[src/rtl/lock_pkg.sv]
// lock_pkg: shared state encoding and password constants for the lock and PasswordSet.
package lock_pkg;
  typedef enum logic [2:0] {IDLE, CHECK, OPEN, SET_WAIT, COMMIT, ALARM} lock_state_t;
  localparam int PW_W_DEFAULT = 6;
  localparam logic [PW_W_DEFAULT-1:0] DEFAULT_PW = '0;
endpackage

[src/rtl/lock_timer.sv]
// lock_timer: loadable down-counter; expired is high while the count sits at zero.
module lock_timer #(
  parameter int W = 5
) (
  input  logic         clk,
  input  logic         rst_n,
  input  logic         load,
  input  logic [W-1:0] load_val,
  output logic         expired
);
  logic [W-1:0] cnt_q, cnt_d;
  always_comb cnt_d = load ? load_val : (cnt_q != '0 ? cnt_q - 1'b1 : cnt_q);
  always_ff @(posedge clk or negedge rst_n)
    if (!rst_n) cnt_q <= '0;
    else cnt_q <= cnt_d;
  assign expired = cnt_q == '0;
endmodule

[src/rtl/lock_controller.sv]
// lock_controller: password check, change sequencing and alarm lockout FSM.
// Optional LOCK_AUTORELOCK_EN relocks OPEN after OPEN_CYCLES idle cycles.
module lock_controller
  import lock_pkg::*;
#(
  parameter int PW_W        = lock_pkg::PW_W_DEFAULT,
  parameter int MAX_TRIES   = 3,
  parameter int LOCK_CYCLES = 16,
  parameter int OPEN_CYCLES = 32,
  localparam int EW = $clog2(MAX_TRIES + 1)
) (
  input  logic            clk,
  input  logic            rst_n,
  input  logic [PW_W-1:0] pw_in,
  input  logic            enter,
  input  logic            set_req,
  input  logic [PW_W-1:0] npw_i,
  output logic [PW_W-1:0] pw_o,
  output logic            set_o,
  output logic            unlocked,
  output logic            alarm,
  output logic [EW-1:0]   err_cnt
);
  localparam int TMAX = (LOCK_CYCLES > OPEN_CYCLES) ? LOCK_CYCLES : OPEN_CYCLES;
  localparam int TW = $clog2(TMAX + 1);
  lock_state_t state_q, state_d;
  logic [PW_W-1:0] code_q, code_d, pw_q, pw_d;
  logic [EW-1:0] err_q, err_d;
  logic tmr_load, tmr_exp;
  logic [TW-1:0] tmr_val;
  always_ff @(posedge clk or negedge rst_n)
    if (!rst_n) begin
      state_q <= IDLE;
      code_q  <= '0;
      pw_q    <= '0;
      err_q   <= '0;
    end else begin
      state_q <= state_d;
      code_q  <= code_d;
      pw_q    <= pw_d;
      err_q   <= err_d;
    end
  always_comb begin
    state_d = state_q;
    code_d  = code_q;
    pw_d    = pw_q;
    err_d   = err_q;
    case (state_q)
      IDLE: if (enter) begin
        code_d  = pw_in;
        state_d = CHECK;
      end
      CHECK: if (code_q == npw_i) begin
        err_d   = '0;
        state_d = OPEN;
      end else begin
        err_d   = (err_q == EW'(MAX_TRIES)) ? err_q : err_q + 1'b1;
        state_d = (err_d == EW'(MAX_TRIES)) ? ALARM : IDLE;
      end
`ifdef LOCK_AUTORELOCK_EN
      OPEN: state_d = set_req ? SET_WAIT : (enter || tmr_exp) ? IDLE : OPEN;
`else
      OPEN: state_d = set_req ? SET_WAIT : enter ? IDLE : OPEN;
`endif
      SET_WAIT: if (set_req) state_d = OPEN;
      else if (enter) begin
        pw_d    = pw_in;
        state_d = COMMIT;
      end
      COMMIT: state_d = OPEN;
      ALARM: if (tmr_exp) begin
        err_d   = '0;
        state_d = IDLE;
      end
      default: state_d = IDLE;
    endcase
  end
  // Counts are loaded with N-1 so the state is held for exactly N cycles.
  always_comb begin
`ifdef LOCK_AUTORELOCK_EN
    tmr_load = (state_d == ALARM && state_q != ALARM) ||
               (state_d == OPEN && (state_q != OPEN || enter || set_req));
`else
    tmr_load = state_d == ALARM && state_q != ALARM;
`endif
    tmr_val = (state_d == ALARM) ? TW'(LOCK_CYCLES - 1) : TW'(OPEN_CYCLES - 1);
  end
  lock_timer #(.W(TW)) u_timer (
    .clk      (clk),
    .rst_n    (rst_n),
    .load     (tmr_load),
    .load_val (tmr_val),
    .expired  (tmr_exp)
  );
  always_comb begin
    set_o    = state_q == COMMIT;
    unlocked = state_q inside {OPEN, SET_WAIT, COMMIT};
    alarm    = state_q == ALARM;
    pw_o     = pw_q;
    err_cnt  = err_q;
  end
endmodule

[config.mk]
export PLATFORM = sky130hd
export DESIGN_NAME = lock_controller
export DESIGN_NICKNAME = d
export VERILOG_FILES = /design/src/rtl/lock_pkg.sv /design/src/rtl/lock_timer.sv /design/src/rtl/lock_controller.sv
export SDC_FILE = /design/constraint.sdc
export NUM_CORES = 1
export LEC_CHECK = 0
export ABC_CLOCK_PERIOD_IN_PS = 1700
export CAP_MARGIN = 20
export CELL_PAD_IN_SITES_DETAIL_PLACEMENT = 2
export CELL_PAD_IN_SITES_GLOBAL_PLACEMENT = 2
export CORE_MARGIN = 4
export CORE_UTILIZATION = 31
export CTS_CLUSTER_DIAMETER = 120
export DETAILED_ROUTE_END_ITERATION = 8
export PLACE_DENSITY_LB_ADDON = 0.1
export SYNTH_ARGS = -nofsm -noshare
export SYNTH_HDL_FRONTEND = slang
export SYNTH_SLANG_ARGS = --single-unit
[constraint.sdc]
create_clock -name clk -period 1.7 [get_ports clk]
set_clock_uncertainty 0.1 [all_clocks]
set_input_delay 0.17 -clock clk [delete_from_list [all_inputs] [get_ports clk]]
set_output_delay 0.17 -clock clk [all_outputs]
set_load 0.02 [all_outputs]
==> impl_metrics.ini <==
[cts]
cts_root_buffer = clkbuf_8
htreeDepth = 1
post_cts_buffers = 0
cts_buffers = 3
clk_pin_slew_ns = 0.09
cts_tree = yes
cts_hold_buf = 0
cts.sinks = 23
clockBufferDepth = 2
clk_latency_ns = 0.27

[grt]
grt-ovfl-total = 0
grt_pass1_wl_um = 4680
grtUsageTotal_pct = 13.8
grt_max_degree = 24
grt_pass1_vias = 991
antenna_found_initial = 0

[timing]
rsz0062_at_grt = no
max_freq_mhz = 623
final.min_clock_period_ns = 1.60
period_share_pct = 94.4
hold_viol_final = 0
fin_hold_ws_ns = 0.152
tightest_slew_ns = 0.307
drv_slew = 0
slew-limit-headroom_pct = 79.4
setup-violations-final = 0

[critical_path]
cp_max_fo = 7
cp-start-kind = flop
endpoint_kind = flop
worstPathArrival_ns = 1.66
critical_path_required_ns = 1.76
crit_type = flop to flop

[logic_synthesis]
synth_flop_cell = dfrtp_1
syn_inst = 100
ys_seq_area_share_pct = 50.2
syn-num-nets = 118
synth.ff_latch_count = 23
ys_types = 31
synth_warnings = 0
syn_area_mm2 = 0.00115
async_flop_share_pct = 100
syn-mean-instance-area_um2 = 11.5
synth-edff-count = 0

[pwr]
power_leakage_nw = 0.722
ir_drop_uv = 639
p_per_area_mw_per_mm2 = 1710

[die]
row_count = 21
io_pins = 27
die_h_um = 68.8
start_util_pct = 33.3
die_w_um = 68.8
fp.coreArea_mm2 = 0.00344
die_area_mm2 = 0.00473

[drt]
drc = 0
vias_per_cell = 4.76
detail_route.wl_per_cell_um = 15.0
firstDrtPassIters = 2
num_vias = 885
initialDrtViolationCount = 18
drt-total-wl_um = 2790
drtAntennaViolNets = 0

[cells_and_area]
diodes = 0
area_growth_pct = 37.4
final_cells = 186
final_layout_size_suffix_gt1_share_pct = 23.6
fillers = 389
nNetsFinal = 159
seqCellArea_um2 = 576
multi_input_area_um2 = 533

[job]
maxCapViolCount = 0

[place]
port-buffer-count = 26
dp_cells = 182
hpwl_um = 2240
gp_congestion = 0.791

[min_path]
hold_class = input port to asynchronous set/reset pin

[outcome]
status = complete, no violations
==> metal layers <==
metal / global-route usage [%] / up-vias / wire length (µm)
li1: - / 418 / -
met1: 16.2 / 445 / 1150
met2: 24.9 / 18 / 1500
met3: 2.27 / 4 / 98
met4: 5.11 / 0 / 42
met5: 0 / - / 0
==> registers in the layout, indices dropped and copies added (netlist names) <==
| register | cells |
|---|---|
| pw_o | 6 |
| err_cnt | 2 |
| state_q | 3 |
| code_q | 6 |
| u_timer.cnt_q | 6 |
==> Yosys cell counts, drive strengths merged, types with 2 or more instances <==
library cell  count  area (µm²)
dfrtp            23         576
mux2             12         135
nand2            10        40.0
xnor2             9        78.8
nor2              8        30.0
inv               7        26.3
nand3             3        15.0
a21oi             2        10.0
and2              2        12.5
and3              2        12.5
ha                2        25.0
mux2i             2        20.0
o32ai             2        17.5
==> kinds of logic (layout without fill, tap and decap cells) <==
group / after synthesis / after routing / share of synthesized area, %
multiplexers: 14 / 14 / 13.5
AND/OR/NAND/NOR: 34 / 34 / 17.0
buffers and inverters: 8 / 48 / 3.28
adder cells (fa/ha/maj): 2 / 2 / 2.18
XOR/XNOR: 10 / 10 / 7.64
flip-flops: 23 / 23 / 50.2
AO/OA/AOI/OAI: 9 / 9 / 6.11
==> where the power goes <==
| part | leakage (nW) | total [W] | internal (W) | switching, W |
|---|---|---|---|---|
| Combinational | 0.422 | 0.00134 | 0.000723 | 0.000620 |
| Sequential | 0.275 | 0.000995 | 0.000802 | 0.000193 |
| Clock | 0.0255 | 0.000353 | 0.000164 | 0.000189 |
| Total | 0.722 | 0.00269 | 0.00169 | 0.00100 |
==> final cells by class <==
class | count | area share [%]
Sequential cell | 23 | 36.5
Multi-Input combinational cell | 69 | 33.8
Timing Repair Buffer | 37 | 21.4
Tap cell | 46 | 3.65
Clock buffer | 3 | 2.62
Inverter | 7 | 1.67
Clock inverter | 1 | 0.318
==> metrics by stage <==
step | cell area [µm²] | power, W | TNS, ns | utilization, % | setup slack (ns)
3_3_place_gp | 1540 | 0.00232 | 0 | 44.6 | 0.0415
3_5_place_dp | 1540 | 0.00240 | -0.0255 | 44.6 | -0.0204
6_report | 1580 | 0.00269 | 0 | 45.8 | 0.0952
5_1_grt | 1580 | 0.00292 | 0 | 45.8 | 0.0171
2_1_floorplan | 1150 | 0.00178 | 0 | - | 0.232
4_1_cts | 1580 | 0.00274 | 0 | 45.8 | 0.00227
==> timing repair <==
action	CTS	global route
resized for setup	3	3
gates cloned	0	0
setup endpoints to repair	3	2
==> critical path: stages (launching register included) <==
cell and delay [ns]:
dfrtp_1 0.42, buf_4 0.17, nor4b_4 0.26, buf_4 0.20, mux2_2 0.35
==> final timing paths <==
| check | startpoint | to | slack (ns) | cells past startpoint |
|---|---|---|---|---|
| worst max-delay path | state_q[1]$_DFF_PN0_ | code_q[2]$_DFFE_PN0P_ | 0.1 | 4 |
| worst min-delay path | rst_n | u_timer.cnt_q[2]$_DFFE_PN0P_ | 0.15 | 2 |
| worst max register to register | state_q[1]$_DFF_PN0_ | code_q[2]$_DFFE_PN0P_ | 0.1 | 4 |
| worst min register to register | pw_o[1]$_DFFE_PN0P_ | pw_o[1]$_DFFE_PN0P_ | 0.43 | 1 |
| max in group asynchronous | rst_n | code_q[2]$_DFFE_PN0P_ | 1.12 | 2 |
| min in group clk | pw_o[1]$_DFFE_PN0P_ | pw_o[1]$_DFFE_PN0P_ | 0.43 | 1 |
==> layout by cell type, fill, tap and decap left out, types with 2 or more instances in the layout <==
| cell | count |
|---|---|
| a21oi_1 | 2 |
| and3_1 | 2 |
| buf_4 | 11 |
| clkbuf_8 | 3 |
| clkdlybuf4s50_1 | 23 |
| dfrtp_1 | 23 |
| ha_1 | 2 |
| inv_1 | 7 |
| mux2_2 | 12 |
| mux2i_1 | 2 |
| nand2_1 | 9 |
| nand3_1 | 3 |
| nor2_1 | 8 |
| o32ai_1 | 2 |
| xnor2_1 | 9 |
No activity file was read; power rests on OpenSTA's default activity.
